$ cat src/rtl/cacheline_adapter.sv
// Bridges 256-bit cacheline reads/write-backs from the cache dfp port to a
// 64-bit, 4-beat burst memory, one transaction in flight at a time.
module cacheline_adapter (
  input  logic         clk,
  input  logic         rst,
  input  logic [31:0]  dfp_addr,
  input  logic         dfp_read,
  input  logic         dfp_write,
  input  logic [255:0] dfp_wdata,
  output logic [255:0] dfp_rdata,
  output logic         dfp_resp,
  output logic [31:0]  bmem_addr,
  output logic         bmem_read,
  output logic         bmem_write,
  output logic [63:0]  bmem_wdata,
  input  logic         bmem_ready,
  input  logic [31:0]  bmem_raddr,
  input  logic [63:0]  bmem_rdata,
  input  logic         bmem_rvalid
);

  typedef enum logic [2:0] {StIdle, StRdReq, StRdData, StWrData, StDone} state_e;

  state_e        state_q, state_d;
  logic [1:0]    cnt_q, cnt_d;
  logic [26:0]   laddr_q, laddr_d;
  logic [255:0]  line_q, line_d;
  logic [255:0]  rdata_q, rdata_d;
  logic          beat_hit;
  logic          unused;

  // Low address bits carry no information for line-aligned traffic.
  assign unused = ^{dfp_addr[4:0], bmem_raddr[4:0]};

  assign beat_hit = bmem_rvalid && (bmem_raddr[31:5] == laddr_q);

  always_ff @(posedge clk or negedge rst) begin
    if (!rst) begin
      state_q <= StIdle;
      cnt_q   <= 2'd0;
      laddr_q <= 27'd0;
      line_q  <= 256'd0;
      rdata_q <= 256'd0;
    end else begin
      state_q <= state_d;
      cnt_q   <= cnt_d;
      laddr_q <= laddr_d;
      line_q  <= line_d;
      rdata_q <= rdata_d;
    end
  end

  always_comb begin
    state_d = state_q;
    cnt_d   = cnt_q;
    laddr_d = laddr_q;
    line_d  = line_q;
    rdata_d = rdata_q;
    unique case (state_q)
      StIdle: begin
        // A simultaneous read and write is illegal; the write wins.
        if (dfp_write) begin
          laddr_d = dfp_addr[31:5];
          line_d  = dfp_wdata;
          cnt_d   = 2'd0;
          state_d = StWrData;
        end else if (dfp_read) begin
          laddr_d = dfp_addr[31:5];
          cnt_d   = 2'd0;
          state_d = StRdReq;
        end
      end
      StRdReq: begin
        if (bmem_ready) state_d = StRdData;
      end
      StRdData: begin
        if (beat_hit) begin
          line_d[{cnt_q, 6'd0} +: 64] = bmem_rdata;
          cnt_d = cnt_q + 2'd1;
          if (cnt_q == 2'd3) begin
            // Returned line is kept separately so write-backs never disturb it.
            rdata_d = {bmem_rdata, line_q[191:0]};
            state_d = StDone;
          end
        end
      end
      StWrData: begin
        // Only beat 0 waits on ready; the memory takes the rest back to back.
        if (cnt_q != 2'd0 || bmem_ready) begin
          cnt_d = cnt_q + 2'd1;
          if (cnt_q == 2'd3) state_d = StDone;
        end
      end
      StDone: begin
        state_d = StIdle;
      end
      default: begin
        state_d = StIdle;
      end
    endcase
  end

  always_comb begin
    bmem_read  = 1'b0;
    bmem_write = 1'b0;
    bmem_addr  = 32'd0;
    bmem_wdata = 64'd0;
    dfp_resp   = 1'b0;
    dfp_rdata  = rdata_q;
    unique case (state_q)
      StRdReq: begin
        bmem_read = 1'b1;
        bmem_addr = {laddr_q, 5'd0};
      end
      StWrData: begin
        bmem_write = 1'b1;
        bmem_addr  = {laddr_q, 5'd0};
        bmem_wdata = line_q[{cnt_q, 6'd0} +: 64];
      end
      StDone: begin
        dfp_resp = 1'b1;
      end
      default: begin
      end
    endcase
  end

endmodule
$ cat config.mk
export PLATFORM = sky130hd
export DESIGN_NAME = cacheline_adapter
export DESIGN_NICKNAME = d
export VERILOG_FILES = /design/src/rtl/cacheline_adapter.sv
export SDC_FILE = /design/constraint.sdc
export NUM_CORES = 1
export LEC_CHECK = 0
export ABC_AREA = 1
export CORE_AREA = 2 2 292 294
export DETAILED_ROUTE_END_ITERATION = 10
export DIE_AREA = 0 0 294 296
export HOLD_SLACK_MARGIN = 0.08
export REMOVE_ABC_BUFFERS = 1
export SETUP_SLACK_MARGIN = 0.5
export SLEW_MARGIN = 20
export SYNTH_ARGS = -nofsm -noshare
export SYNTH_HDL_FRONTEND = slang
export SYNTH_SLANG_ARGS = --single-unit
$ cat constraint.sdc
create_clock -name clk -period 8.4 [get_ports clk]
set_input_delay 1.68 -clock clk [delete_from_list [all_inputs] [get_ports clk]]
set_output_delay 1.68 -clock clk [all_outputs]
set_load 0.01 [all_outputs]
==> results of run 1 <==
power by group through the flow:
stage	sequential, uW	clock (uW)	combinational (uW)
after floorplan	3640	0	2770
after global placement	3710	0	4720
after detailed placement	3730	0	4770
after CTS	3690	2980	4790
after global routing	3770	3090	5280
final	3690	2920	4800
worst max path at each step:
stage / start / to / depth (start not counted)
2_1_floorplan: bmem_raddr[30] / dfp_rdata[142] / 10
3_3_place_gp: cnt_q[0] / bmem_wdata[35] / 5
4_1_cts: cnt_q[0] / bmem_wdata[35] / 5
5_1_grt: state_q[2] / bmem_addr[26] / 8
6_report: state_q[2] / bmem_addr[26] / 8
3_5_place_dp: cnt_q[0] / bmem_wdata[35] / 5
critical path: cells and delay by family (launching register included):
family                 cells  cell delay, ns
buffers and inverters      4            2.03
and+or+nand+nor            4            1.06
DFF                        1            0.40
cell usage in the layout (no fill, tap or decap), types with 2 or more instances in the layout:
cell and count:
nand2_1 1378, bufinv_16 3, inv_1 180, ha_1 4
o21ai_4 3, diode_2 11, clkbuf_8 10, nor2_1 74
conb_1 5, clkbuf_1 17, o21ai_0 301, nand3_4 6
inv_4 2, nand2_4 3, dfrtp_1 542, buf_4 34
a21oi_1 220, nand3_1 259, clkdlybuf4s50_1 728, nor3_1 2
or2_4 2, o21ai_1 85, dfrtp_4 2, inv_2 11
nand4_1 259, clkinvlp_4 2, clkbuf_16 69, buf_12 9
nor2_4 3, clkinv_8 5, clkinv_2 14, o31ai_1 64
per-stage QoR:
step / TNS, ns / area (um^2)
CTS: 0 / 37880
detailed placement: 0 / 35710
global placement: 0 / 35710
finish: 0 / 37950
global route: 0 / 37950
floorplan: -2102.82 / 26470
registers in the layout, summed over array words and instances (netlist names):
| name | count |
|---|---|
| dfp_rdata | 256 |
| laddr_q | 27 |
| state_q | 3 |
| cnt_q | 2 |
| line_q | 256 |
per-layer routing:
layer / part of all wire [%] / vias to the layer above / global-route usage [%]
met5: 0.087 / - / 0
met4: 3.2 / 16 / 10.43
met2: 48 / 1182 / 44.30
met1: 41 / 13877 / 34.99
li1: - / 13459 / -
met3: 8.1 / 233 / 5.898
area by class of cell:
class / instances / area [um^2]
clock inverter: 22 / 239.0
sequential: 544 / 13620
fill: 8524 / 46260
clock buffer: 96 / 1928
antenna: 11 / 27.53
multi-input combinational: 2674 / 12250
tap: 1090 / 1364
inverter: 197 / 759.5
timing repair buffer: 773 / 7765
cells by family (layout without fill, tap and decap cells):
group / count (synthesis) / in the layout
adders and majority gates: 4 / 4
DFF: 544 / 544
other: 1 / 16
buffers and inverters: 525 / 1088
AOI/OAI and AO/OA: 676 / 676
and+or+nand+nor: 1989 / 1989
==> impl_metrics.ini, run 1 <==
[finish]
drive_above_1_share_pct = 4.250
area_growth_pct = 36.36
fin_cells = 5407
nNetsFinal = 4651
final_core_util_pct = 45.07

[timing]
finalClockSkew_ns = 0.02720
tightest_slew_ns = 1.231
relSlewSlack_pct = 17.92
drv_slew = 0
rsz0062_at_grt = no
timing.hold.ws_ns = 0.4650
fin_crit_sh_pct = 68.68
layout_setup_ws_ns = 2.631
final-setup-viol-count = 0
max_freq_mhz = 173.3
final_hold_viol_count = 0
period_needed_ns = 5.770

[synthesis]
yosysWarnings = 0
syn-cell-area_mm2 = 0.02783
synthSimpleGateAreaFrac_pct = 30.52
synth_seq_cells = 544
synthTopCellsByArea = dfrtp_1 49%, nand2_1 19%, nand4_1 5.8%
synthMuxAreaShare_pct = 0
synth_edf_count = 0
async_reset_ff_share_pct = 100.0
syn_inst = 3739
ys.flop_type = dfrtp_1
synth.most_common_cell = nand2_1
synth_common_cells = 1382 x nand2_1, 544 x dfrtp_1, 301 x o21ai_0
synthXorXnorAreaFrac_pct = 0
synthAdderAreaFrac_pct = 0.1798
yosysTopAreaCell = dfrtp_1
synth-compound-area-share_pct = 12.78
yosysSeqAreaShare_pct = 48.91
synth_top_family_by_area = simple AND/OR/NAND/NOR gates
synth.top_cell.area_share_pct = 48.91
ys_types = 31
avgSynthCellArea_um2 = 7.444

[critical_path]
slowest_stage = clkinv_2
critical_path_class = reg -> out
rr_worst_depth = 11
r2r_slack_ns = 3.14
critPathMaxStageDelay_ns = 0.67
cp.required_ns = 6.72
worstPathArrival_ns = 4.09
start_kind = flop
worstPathMaxFanout = 30
end_kind = primary output
reg2reg_to = dfp_rdata[71]
r2r_start = state_q[2]
path_cells = inv_1 -> nand2_1 -> nor2_1 -> clkinv_2 -> nand2_1 -> clkinv_1 -> nor2_1 -> clkdlybuf4s50_1

[die]
dieHeight_um = 296
num_io_pins = 745
dieWidth_um = 294
row_count = 107
initial_utilization_pct = 33.05
core_mm2 = 0.08421
dieArea_mm2 = 0.08702

[power_and_ir_drop]
leakage_uw = 0.01785
power_switching_uw = 5012
p_sw_share_pct = 43.90
internal_power_uw = 6405
pwr-share-seq_pct = 32.3
powerDensity_mw_per_mm2 = 300.8
max-vdd-ir-drop_mv = 0.3121
p_clk_share_pct = 25.6
comb_power_share_pct = 42.1
p_total_uw = 11420

[placement]
place_inst = 5276
post-place-ws_ns = 3.203
dp_hpwl_um = 73740
port_buffers = 729
gp_congestion = 0.8701

[cts]
htree_num_levels = 3
cts_sinks = 544
clk_pin_slew_ns = 0.06
cts_resized = 0
clock-root-buffer = clkbuf_16
cts_hold_buf = 0
clock_path_buffers = 3
postCtsSetupRepairBufs = 0
cts_tree = yes
cts_buffers = 67
clk_latency_ns = 0.61

[job]
maxCapViolCount = 0

[routing]
viasPerCell = 5.320
drtIter0Drc = 2197
drc_errors = 0
num_vias = 28767
ant_nets = 0
dr.pass1.iters = 5
wirelength_um = 121700
wl_per_cell_um = 22.51

[hold_path]
hold-path-endpoint = line_q[198]
holdCritStartpoint = line_q[198]
holdCritPathClass = reg -> reg
hold_path_depth = 2

[global_route]
grt_pass1_wl_um = 178600
grt_max_degree = 194
grt_pass1_vias = 27774
grt_usage_pct = 27.07
antenna_found_initial = 18
grt-ovfl-total = 0

[outcome]
status = finished, final reports clean
No activity file was read; power rests on OpenSTA's default activity.
==> run 2: changes to the inputs <==
- clock period: 8.4 -> 6 ns (I/O delays scaled with it)
==> run 2 against run 1 <==
Utilization up 0.10 points; total power is 40% higher; flip-flop and latch count did not move; hold slack about the same; clock power increased by 39%; register-to-register slack worse by 1.4 ns; non-clock buffer count increased by 9; final area up 0.23%; count of clock-buffer cells in the layout up 2.
==> impl_metrics.ini, run 2 (synthesized netlist as in run 1, its figures left out) <==
[outcome]
status = finished, final reports clean

[global_route]
antenna_found_initial = 15
grt_usage_pct = 27.16
grt_pass1_wl_um = 179700
grt_max_degree = 185
grt_pass1_vias = 27930
grt-ovfl-total = 0

[critical_path]
r2r_start = state_q[2]
worstPathArrival_ns = 3.47
r2r_slack_ns = 1.74
crit_cells = 8
cp-startpoint = state_q[2]
cp.required_ns = 4.80
crit_path_end = bmem_addr[10]
cp_top_family = buffers and inverters
worstPathMaxFanout = 27
cp.buffers_inverters = 4
path_cells = inv_1 -> nand2_1 -> nor2_1 -> clkinv_2 -> nand2_1 -> clkinv_1 -> nor2_1 -> clkdlybuf4s50_1
start_kind = flop
rr_worst_depth = 10
critical_path_class = reg -> out
critPathMaxStageDelay_ns = 0.61
reg2reg_to = line_q[238]
end_kind = primary output
slowest_stage = clkinv_1

[finish]
fin_cells = 5412
area_growth_pct = 36.68
drive_above_1_share_pct = 4.406
fin_area_mm2 = 0.03804
nNetsFinal = 4661
fillers = 8525
final_cell_mix = 1378 x nand2_1, 728 x clkdlybuf4s50_1, 542 x dfrtp_1, 301 x o21ai_0
final_core_util_pct = 45.17
final_common_cell = nand2_1

[cts]
clk_latency_ns = 0.61
cts_tree = yes
postCtsSetupRepairBufs = 0
htree_num_levels = 3
cts_buffers = 68
clock-root-buffer = clkbuf_16
cts_hold_buf = 0
clk_pin_slew_ns = 0.06
clock_path_buffers = 3
cts_sinks = 544
cts_resized = 0

[placement]
place_inst = 5287
postPlaceCellArea_mm2 = 0.03586
gp_congestion = 0.8564
dp_hpwl_um = 75790
port_buffers = 729

[die]
dieHeight_um = 296
initial_utilization_pct = 33.05
core_mm2 = 0.08421
dieArea_mm2 = 0.08702
row_count = 107
dieWidth_um = 294
num_io_pins = 745

[timing]
max_freq_mhz = 214.1
timing.hold.ws_ns = 0.4651
final_hold_viol_count = 0
final-setup-viol-count = 0
tightest_slew_ns = 1.051
period_needed_ns = 4.672
drv_slew = 0
rsz0062_at_grt = no
finalClockSkew_ns = 0.03418
relSlewSlack_pct = 29.95
fin_crit_sh_pct = 77.86

[routing]
viasPerCell = 5.314
wl_per_cell_um = 22.50
ant_nets = 0
drtIter0Drc = 2695
dr.pass1.iters = 5
drc_errors = 0
wirelength_um = 121800
num_vias = 28762

[power_and_ir_drop]
powerDensity_mw_per_mm2 = 420.8
leakage_uw = 0.01790
max-vdd-ir-drop_mv = 0.6144
p_total_uw = 16010

[job]
maxCapViolCount = 0

[hold_path]
holdCritPathClass = reg -> reg
[run 2: cell types whose count changed in the layout (fill, tap and decap cells not counted)]
cell,change
buf_4,+6
buf_12,+4
clkinv_2,-4
clkbuf_8,+2
buf_16,-1
bufinv_16,-1
clkbuf_1,-1
clkbuf_16,+1
clkinv_8,-1
diode_2,-1
inv_6,+1
[run 2: worst reg2reg max path: stages (launching register included)]
cell and delay, ns:
dfrtp_1 0.40, inv_1 0.09, nand2_1 0.18, nor2_4 0.22, buf_4 0.56, buf_4 0.75
nand2_4 0.57, nand3_4 0.67, buf_4 0.56, nand2_1 0.11, nand2_1 0.08
[run 2: layout make-up]
type                       count  area [um^2]  area share [%]
sequential                   544        13620           35.81
multi-input combinational   2674        12250           32.20
timing repair buffer         782         7863           20.67
clock buffer                  98         1977           5.197
tap                         1090         1364           3.585
inverter                     197        759.5           1.997
clock inverter                17        181.4          0.4769
antenna                       10        25.02         0.06579
[run 2: per-layer routing]
layer / global-route usage [%] / part of all wire (%) / vias to the layer above
met3: 5.321 / 7.7 / 257
met2: 44.02 / 47 / 1216
met1: 35.56 / 41 / 13830
li1: - / - / 13449
met5: 0 / 0.061 / -
met4: 11.24 / 3.8 / 10
[run 2: stage by stage]
step	setup TNS, ns	setup WS [ns]
final	0	1.328
after global routing	0	1.036
after CTS	0	1.259
after detailed placement	0	1.438
after global placement	0	1.452
after floorplan	-3232.46	-8.597
[run 2: how the worst min path moves through the flow]
stage / from / endpoint / slack (ns) / cells past startpoint
2_1_floorplan: line_q[192] / line_q[192] / 0.44 / 2
3_3_place_gp: line_q[237] / line_q[237] / 0.45 / 2
3_5_place_dp: line_q[216] / line_q[216] / 0.45 / 2
4_1_cts: line_q[218] / line_q[218] / 0.47 / 2
5_1_grt: line_q[205] / line_q[205] / 0.48 / 2
6_report: line_q[251] / line_q[251] / 0.47 / 2
[run 2: power breakdown]
part | total (uW) | internal (uW) | switching (uW)
combinational | 6790 | 2020 | 4770
sequential | 5140 | 4600 | 546
clock | 4070 | 2380 | 1690
total | 16000 | 9000 | 7010
